<file path="src/rtl/transmitter_ash_if.sv">
// -----------------------------------------------------------------------------
// transmitter_ash_if
//   Byte handshake between a producer and the transmitter_ash serialiser.
//
//   TX_Data  : byte offered by the producer (sampled only on accept)
//   Valid_tx : producer has a byte on TX_Data
//   Ready_tx : transmitter holding register is empty
//
//   A byte moves on any posedge where Valid_tx and Ready_tx are both high.
//   master = producer side, slave = transmitter side.
// -----------------------------------------------------------------------------
interface transmitter_ash_if;
    logic [7:0] TX_Data;
    logic       Valid_tx;
    logic       Ready_tx;

    modport master (
        output TX_Data,
        output Valid_tx,
        input  Ready_tx
    );

    modport slave (
        input  TX_Data,
        input  Valid_tx,
        output Ready_tx
    );
endinterface

</file>
<file path="src/rtl/transmitter_ash.sv">
// -----------------------------------------------------------------------------
// transmitter_ash
//   UART-style serial transmitter with a one-entry holding register.
//   Frame: start bit (0), 8 data bits LSB first, optional parity bit,
//   stop bit (1). Every bit lasts CLKS_PER_BIT clock cycles.
//
// Parameters
//   CLKS_PER_BIT : clk cycles per serial bit, 2..256
//   PARITY_EN    : 1 = parity bit included in the frame, 0 = omitted
//   PARITY_ODD   : 0 = even parity, 1 = odd parity
//
// Ports
//   clk    : single clock, everything on posedge
//   reset  : synchronous, active-high
//   bus    : byte handshake (TX_Data / Valid_tx / Ready_tx), slave side
//   TXD    : registered serial line, idles high
//   Busy   : high whenever a frame is in progress (FSM not IDLE)
//   Done   : one-cycle pulse during the last cycle of each stop bit
// -----------------------------------------------------------------------------
module transmitter_ash #(
    parameter int CLKS_PER_BIT = 16,
    parameter int PARITY_EN    = 1,
    parameter int PARITY_ODD   = 0
) (
    input  logic                clk,
    input  logic                reset,
    transmitter_ash_if.slave    bus,
    output logic                TXD,
    output logic                Busy,
    output logic                Done
);

    localparam int             CW       = $clog2(CLKS_PER_BIT);
    localparam logic [CW-1:0]  CNT_LAST = CW'(CLKS_PER_BIT - 1);
    localparam logic [CW-1:0]  CNT_PRE  = CW'(CLKS_PER_BIT - 2);
    localparam logic           PAR_ON   = (PARITY_EN != 0);
    localparam logic           ODD_BIT  = (PARITY_ODD != 0);

    typedef enum logic [2:0] {
        S_IDLE   = 3'd0,
        S_START  = 3'd1,
        S_DATA   = 3'd2,
        S_PARITY = 3'd3,
        S_STOP   = 3'd4
    } state_t;

    state_t         state_q;
    logic [CW-1:0]  cnt_q;
    logic [2:0]     bit_idx_q;
    logic [7:0]     shift_q;
    logic           par_q;
    logic [7:0]     hold_q;
    logic           hold_full_q;
    logic           txd_q;
    logic           done_q;

    logic           accept;
    logic           bit_end;
    logic           load_go;

    assign bus.Ready_tx = !hold_full_q;
    assign accept       = bus.Valid_tx && !hold_full_q;
    assign bit_end      = (cnt_q == CNT_LAST);

    // A held byte is launched from IDLE, or straight out of the final stop
    // cycle so back-to-back frames have no idle gap between them.
    assign load_go = hold_full_q &&
                     ((state_q == S_IDLE) || ((state_q == S_STOP) && bit_end));

    always_ff @(posedge clk) begin
        if (reset) begin
            state_q     <= S_IDLE;
            cnt_q       <= '0;
            bit_idx_q   <= '0;
            shift_q     <= '0;
            par_q       <= 1'b0;
            hold_q      <= '0;
            hold_full_q <= 1'b0;
            txd_q       <= 1'b1;
            done_q      <= 1'b0;
        end else begin
            done_q <= 1'b0;

            if (accept) begin
                hold_q      <= bus.TX_Data;
                hold_full_q <= 1'b1;
            end

            // TXD is registered: each transition writes the level of the
            // bit that the next cycle belongs to.
            case (state_q)
                S_IDLE: begin
                    txd_q <= 1'b1;
                    cnt_q <= '0;
                end

                S_START: begin
                    if (bit_end) begin
                        cnt_q     <= '0;
                        bit_idx_q <= '0;
                        state_q   <= S_DATA;
                        txd_q     <= shift_q[0];
                    end else begin
                        cnt_q <= cnt_q + 1'b1;
                    end
                end

                S_DATA: begin
                    if (bit_end) begin
                        cnt_q <= '0;
                        if (bit_idx_q == 3'd7) begin
                            if (PAR_ON) begin
                                state_q <= S_PARITY;
                                txd_q   <= par_q;
                            end else begin
                                state_q <= S_STOP;
                                txd_q   <= 1'b1;
                            end
                        end else begin
                            bit_idx_q <= bit_idx_q + 3'd1;
                            shift_q   <= {1'b0, shift_q[7:1]};
                            txd_q     <= shift_q[1];
                        end
                    end else begin
                        cnt_q <= cnt_q + 1'b1;
                    end
                end

                S_PARITY: begin
                    if (bit_end) begin
                        cnt_q   <= '0;
                        state_q <= S_STOP;
                        txd_q   <= 1'b1;
                    end else begin
                        cnt_q <= cnt_q + 1'b1;
                    end
                end

                S_STOP: begin
                    if (bit_end) begin
                        cnt_q   <= '0;
                        state_q <= S_IDLE;
                        txd_q   <= 1'b1;
                    end else begin
                        cnt_q <= cnt_q + 1'b1;
                        // Registered pulse lands on the final stop cycle.
                        if (cnt_q == CNT_PRE) begin
                            done_q <= 1'b1;
                        end
                    end
                end

                default: begin
                    state_q <= S_IDLE;
                    cnt_q   <= '0;
                    txd_q   <= 1'b1;
                end
            endcase

            // Launch overrides the state-local updates above. Accept and
            // launch never coincide: accept needs hold empty, launch needs
            // it full.
            if (load_go) begin
                shift_q     <= hold_q;
                par_q       <= (^hold_q) ^ ODD_BIT;
                hold_full_q <= 1'b0;
                state_q     <= S_START;
                cnt_q       <= '0;
                txd_q       <= 1'b0;
            end
        end
    end

    assign TXD  = txd_q;
    assign Busy = (state_q != S_IDLE);
    assign Done = done_q;

endmodule

</file>
<file path="src/flat_wrapper.sv">
// flat-port wrapper written by rule: the top's interface ports become plain ports
module transmitter_ash_flat 
#(
    parameter int CLKS_PER_BIT = 16,
    parameter int PARITY_EN    = 1,
    parameter int PARITY_ODD   = 0
)
  (clk, reset, TXD, Busy, Done, bus_TX_Data, bus_Valid_tx, bus_Ready_tx);
  transmitter_ash_if bus_i ();
  input  logic clk;
  input  logic reset;
  output logic TXD;
  output logic Busy;
  output logic Done;
  input wire logic [$bits(bus_i.TX_Data)-1:0] bus_TX_Data;
  input wire logic [$bits(bus_i.Valid_tx)-1:0] bus_Valid_tx;
  output wire logic [$bits(bus_i.Ready_tx)-1:0] bus_Ready_tx;
  assign bus_i.TX_Data = bus_TX_Data;
  assign bus_i.Valid_tx = bus_Valid_tx;
  assign bus_Ready_tx = bus_i.Ready_tx;
  transmitter_ash #(.CLKS_PER_BIT(CLKS_PER_BIT), .PARITY_EN(PARITY_EN), .PARITY_ODD(PARITY_ODD)) u_core (.clk(clk), .reset(reset), .bus(bus_i), .TXD(TXD), .Busy(Busy), .Done(Done));
endmodule
</file>
<file path="config.mk">
export PLATFORM = sky130hd
export DESIGN_NAME = transmitter_ash_flat
export DESIGN_NICKNAME = d
export VERILOG_FILES = /design/src/rtl/transmitter_ash_if.sv /design/src/rtl/transmitter_ash.sv /design/src/flat_wrapper.sv
export SDC_FILE = /design/constraint.sdc
export NUM_CORES = 1
export LEC_CHECK = 0
export ABC_AREA = 1
export CAP_MARGIN = 5
export CELL_PAD_IN_SITES_DETAIL_PLACEMENT = 0
export CELL_PAD_IN_SITES_GLOBAL_PLACEMENT = 1
export CORE_MARGIN = 2
export CORE_UTILIZATION = 39
export DETAILED_ROUTE_END_ITERATION = 10
export PLACE_DENSITY = 0.86
export SYNTH_ARGS = -nofsm -noshare
export SYNTH_HDL_FRONTEND = slang
export SYNTH_SLANG_ARGS = --single-unit
</file>
<file path="constraint.sdc">
create_clock -name clk -period 1.69 [get_ports clk]
set_input_delay 0.169 -clock clk [delete_from_list [all_inputs] [get_ports clk]]
set_output_delay 0.169 -clock clk [all_outputs]
set_load 0.05 [all_outputs]
</file>
==> results of run 1 <==
[worst min-delay path: stages (launching register included)]
cell and delay (ps):
dfxtp_1 310, nand2_1 60, a21oi_1 50
[state kept, by name (all words and copies together) (netlist names)]
| signal | cells |
|---|---|
| u_core.Done | 1 |
| u_core.TXD | 1 |
| u_core.bit_idx_q | 3 |
| u_core.cnt_q | 4 |
| u_core.hold_full_q | 1 |
| u_core.hold_q | 8 |
| u_core.par_q | 1 |
| u_core.shift_q | 8 |
| u_core.state_q | 3 |
[metal layers]
metal / share of wire [%] / vias up / wire length [µm] / GRT usage [%]
li1: - / 837 / - / -
met1: 51 / 662 / 1730 / 20.1
met2: 44 / 20 / 1480 / 22.9
met3: 2.6 / 8 / 89 / 2.60
met4: 2.3 / 0 / 78 / 7.69
met5: 0 / - / 0 / 0
[cells by family (layout without fill, tap and decap cells)]
logic type / count (synthesis) / count (layout)
fa+ha+maj: 4 / 4
simple gates: 148 / 148
buf+inv: 39 / 57
compound gates: 32 / 32
xor+xnor: 2 / 2
flops: 30 / 30
[worst paths after layout]
check,from,end,slack (ps),cells after the start
max,u_core.TXD$_SDFFE_PP1P_,TXD,80,1
min,u_core.shift_q[4]$_SDFFE_PP0P_,u_core.shift_q[4]$_SDFFE_PP0P_,460,2
max reg2reg,u_core.cnt_q[0]$_SDFF_PP0_,u_core.shift_q[6]$_SDFFE_PP0P_,140,9
min reg2reg,u_core.shift_q[4]$_SDFFE_PP0P_,u_core.shift_q[4]$_SDFFE_PP0P_,460,2
[power groups by stage]
stage / Sequential, mW / Combinational [mW] / Clock [mW]
final: 0.945 / 1.10 / 0.601
after CTS: 0.945 / 1.11 / 0.614
after floorplan: 0.930 / 0.859 / 0
after global placement: 0.959 / 1.10 / 0
after detailed placement: 0.960 / 1.10 / 0
after global routing: 0.963 / 1.24 / 0.635
[Yosys cell counts]
library cell	count	area (µm²)
inv_2	4	15.0
nand2_4	1	11.3
nor2_2	2	12.5
nand4_1	5	31.3
buf_6	2	22.5
clkbuf_1	3	11.3
a21oi_2	1	8.76
nand2_2	7	43.8
nand2_8	1	20.0
a21oi_1	17	85.1
o21ai_0	12	60.1
nor2_1	23	86.3
inv_1	29	109
nand3_2	2	20.0
nand3_4	2	35.0
buf_4	1	7.51
nor3_1	2	10.0
xnor2_1	1	8.76
o21a_1	1	7.51
nand3_1	19	95.1
dfxtp_1	30	601
nor2_4	1	11.3
xor2_1	1	8.76
nor3_4	1	16.3
ha_1	4	50.1
o21ai_1	1	5.00
nand2_1	82	308
[cell type report]
cell class	instances	area [µm²]
Timing Repair Buffer	16	163
Sequential cell	30	601
Multi-Input combinational cell	186	937
Fill cell	440	2280
Inverter	33	124
Tap cell	52	65.1
Clock inverter	1	5.00
Clock buffer	7	86.3
[per-stage QoR]
| stage | cells | worst slack, ps | total power [mW] |
|---|---|---|---|
| finish | 325 | 79.7 | 2.65 |
| global route | 325 | 4.85 | 2.84 |
| CTS | 325 | 60.0 | 2.67 |
| detailed placement | 317 | 109 | 2.06 |
| global placement | 317 | 163 | 2.06 |
| floorplan | 255 | 174 | 1.79 |
==> out/metrics.cfg, run 1 <==
[pwr]
clockPowerShare_pct = 22.7
power.density_nw_per_um2 = 1340
intPower_mw = 1.55
seq_power_share_pct = 35.6
power_frac_comb_pct = 41.7
netSwitchingFraction_pct = 41.4
max-vdd-ir-drop_uv = 710
power.leakage_nw = 0.890
p_sw_mw = 1.10

[synth]
ys_types = 27
synth_compound_area_share_pct = 9.79
yosys_register_bits = 30
syn_nets = 270
yosys.area_share.adder_pct = 2.94
muxShareOfSynthArea_pct = 0
postSynthCellCount = 255
syn_avg_cell_area_um2 = 6.67
yosysWarnings = 0
seq_area_frac_synth_pct = 35.3
synth_top_family_by_area = simple AND/OR/NAND/NOR gates
synthXorXnorAreaFrac_pct = 1.03
netlist_area_um2 = 1700
synthSimpleGateAreaFrac_pct = 41.2

[floorplan]
core_um2 = 4260
rows = 24
die_h_um = 70.0
initial_core_util_pct = 39.9
design.die.area_um2 = 4900
die_w_um = 70.0
top_level_ports = 15

[grt]
grt_max_degree = 17
first_global_vias = 1391
track_usage_pct = 14.9
antenna_found_initial = 0
grt_first_pass_wirelength_um = 5910
overflow = 0

[sta]
worstMarginPinSlew_ps = 493
final.setup.tns_ps = 0
fin_crit_sh_pct = 95.3
final.setup_skew_ps = 6.53
setup_violations = 0
slew_headroom_pct = 67.0
hold_violations = 0
period_needed_ps = 1610
rsz0062_at_grt = no
timing.fmax_mhz = 621
whs_ps = 463
drv_slew = 0

[final_layout]
utilization_pct = 46.4
drive_gt1_share_pct = 12.8
final_cell_mix = nand2_1, dfxtp_1, inv_1
nets = 287
syn2layout_area_growth_pct = 16.5
postLayoutCellArea_um2 = 1980
n_antenna_cell = 0
final_common_cell = nand2_1

[cts]
cts-htree-levels = 2
cts_made_buffers = 5
post_cts_buffers = 0
clockBufferDepth = 2
cts-resized-gates = 0
clock_latency_ps = 290
ctsRootBufferMaster = clkbuf_8
clock_sinks = 30
cts_tree = yes
cts_hold_buf = 0
path_clk_slew_ps = 70

[worst_setup_path]
slowest_stage = clkdlybuf4s50_1
cp_max_fo = 2
cp.required_ps = 1520
cp.buffers_inverters = 1
worstSetupEndpointType = primary output
start_kind = register
cpPeakStageDelay_ps = 810
cp_cell_sequence = clkdlybuf4s50_1
critPathArrivalTime_ps = 1440
crit_type = register to primary output
path_delay_family = buffers and inverters

[placement]
globalplace.congestion = 0.840
dp_hpwl_um = 2570
io_buffers = 14
dpl-instance-area_um2 = 1890

[detailed_routing]
drt_wl_total_um = 3380
first_iter_violations = 67
drcViolationCount = 0
firstDrtPassIters = 4
post_drt_via_cell_ratio = 4.70
antenna_left = 0
post_drt_wl_per_cell_um = 10.4
vias = 1527

[min_path]
hp-class = register to register

[outcome]
status = finished clean

[run]
maxCapViolCount = 0

Power figures use the tool's default switching activity.
==> run 2, diff against run 1 <==
--- a/config.mk
+++ b/config.mk
@@ -11,6 +11,8 @@
 export CELL_PAD_IN_SITES_GLOBAL_PLACEMENT = 1
 export CORE_MARGIN = 2
 export CORE_UTILIZATION = 39
+export CTS_BUF_LIST = sky130_fd_sc_hd__clkbuf_4
+export CTS_CLUSTER_SIZE = 12
 export DETAILED_ROUTE_END_ITERATION = 10
 export PLACE_DENSITY = 0.86
 export SYNTH_ARGS = -nofsm -noshare
==> out/metrics.cfg, run 2 (synthesized netlist as in run 1, its figures left out) <==
[worst_setup_path]
cpPeakStageDelay_ps = 790
r2r_start = u_core.cnt_q[0]$_SDFF_PP0_
crit_type = register to primary output
path_delay_family = buffers and inverters
ff2ff_setup_slack_ps = 130
worstSetupEndpointType = primary output
start_kind = register
cp.required_ps = 1520
cp_cell_sequence = clkdlybuf4s50_1
cp.buffers_inverters = 1
rr_worst_depth = 9
slowest_stage = clkdlybuf4s50_1
critPathArrivalTime_ps = 1430
r2r_end = u_core.shift_q[6]$_SDFFE_PP0P_
cp_max_fo = 1

[final_layout]
fillers = 439
n_antenna_cell = 0
syn2layout_area_growth_pct = 14.1
reg.largest.list = u_core.hold_q: 8 flops, u_core.shift_q: 8 flops, u_core.cnt_q: 4 flops
drive_gt1_share_pct = 12.5
ff_latch_area_um2 = 601
final_common_cell = nand2_1
postLayoutCellArea_um2 = 1940
multi_input_area_um2 = 935
nets = 287
final_cell_mix = nand2_1, dfxtp_1, inv_1

[pwr]
seq_power_share_pct = 38.3
max-vdd-ir-drop_uv = 774
power.leakage_nw = 0.877
p_total_mw = 2.46
netSwitchingFraction_pct = 43.4
power.density_nw_per_um2 = 1270
intPower_mw = 1.39
p_sw_mw = 1.07
clockPowerShare_pct = 17.1
power_frac_comb_pct = 44.6

[cts]
cts_hold_buf = 0
clock_sinks = 30
clockBufferDepth = 2
clock_latency_ps = 330
cts_made_buffers = 5
path_clk_slew_ps = 80
cts-htree-levels = 2
cts_tree = yes
post_cts_buffers = 0
ctsRootBufferMaster = clkbuf_4

[sta]
drv_slew = 0
hold_violations = 0
final.setup_skew_ps = 12.9
setup_violations = 0
timing.fmax_mhz = 624
rsz0062_at_grt = no
final.setup.tns_ps = 0
worstMarginPinSlew_ps = 493
period_needed_ps = 1600
fin_crit_sh_pct = 94.8
slew_headroom_pct = 67.0

[floorplan]
die_w_um = 70.0
rows = 24
initial_core_util_pct = 39.9
design.die.area_um2 = 4900
die_h_um = 70.0
top_level_ports = 15
core_um2 = 4260

[grt]
grt_max_degree = 17
antenna_found_initial = 0
overflow = 0
grt_first_pass_wirelength_um = 5910
first_global_vias = 1383
track_usage_pct = 14.9

[detailed_routing]
vias = 1514
drt_wl_total_um = 3350
post_drt_wl_per_cell_um = 10.3
first_iter_violations = 65
routed-wl-met3_um = 117
wirelength_met1_um = 1740
post_drt_via_cell_ratio = 4.66
firstDrtPassIters = 4
antenna_left = 0
highest-signal-layer = met4
drcViolationCount = 0
met2_length_um = 1450

[min_path]
hp-class = input port to register
hold_start = bus_Valid_tx
hold_path_depth = 2
whs_endpoint = u_core.hold_full_q$_SDFFE_PP0P_

[run]
maxCapViolCount = 0

[placement]
dpl-instance-area_um2 = 1890
dp_hpwl_um = 2570
io_buffers = 14
globalplace.congestion = 0.840

[outcome]
status = finished clean

## run 2: cell count changes in the layout (fill, tap and decap cells not counted)
cell and change:
clkbuf_4 +6, clkbuf_8 -6, clkbuf_1 -1, clkdlybuf4s50_1 -1, clkinv_1 +1, dlygate4sd2_1 +1, ha_1 +1, ha_2 -1
## run 2: metrics by stage
step           util (%)  setup slack, ps  cells  hold WS (ps)
2_1_floorplan         -              174    255           279
3_3_place_gp       44.2              163    317           445
3_5_place_dp       44.2              109    317           456
4_1_cts            45.5             66.3    325           440
5_1_grt            45.5            0.100    325           463
6_report           45.5             88.0    325           451
## run 2: timing repair
item	CTS	global route
setup endpoints to repair	1	1
pin swaps	0	1
gates resized for setup	1	1
cloned	0	0
## run 2: how the worst max path moves through the flow
stage	start	to	slack, ps	cells after the start
final	u_core.Done$_SDFF_PP0_	Done	90	1
after global routing	u_core.bit_idx_q[0]$_SDFFE_PP0P_	u_core.state_q[0]$_SDFFE_PP0P_	0.1	9
after CTS	u_core.Done$_SDFF_PP0_	Done	70	1
after detailed placement	u_core.cnt_q[0]$_SDFF_PP0_	u_core.shift_q[6]$_SDFFE_PP0P_	110	9
after global placement	u_core.cnt_q[0]$_SDFF_PP0_	u_core.cnt_q[2]$_SDFF_PP0_	160	8
after floorplan	u_core.state_q[1]$_SDFFE_PP0P_	u_core.TXD$_SDFFE_PP1P_	170	7
## run 2: power by group through the flow
stage	Sequential, mW	Clock, mW	Combinational (mW)
after floorplan	0.930	0	0.859
after global placement	0.959	0	1.10
after detailed placement	0.960	0	1.10
after CTS	0.944	0.439	1.10
after global routing	0.962	0.462	1.24
final	0.941	0.420	1.10
## run 2: layout make-up
cell class / instances / area share (%)
well taps: 52 / 3.35
inverters: 33 / 6.39
flip-flops and latches: 30 / 31.0
repair buffers: 16 / 8.32
multi-input cells: 186 / 48.2
clock buffers: 6 / 2.32
clock inverters: 2 / 0.452
## run 2: routing by layer
metal | global-route usage [%] | up-vias
li1 | - | 836
met1 | 20.1 | 649
met2 | 22.9 | 25
met3 | 4.33 | 4
met4 | 5.13 | 0
met5 | 0 | -
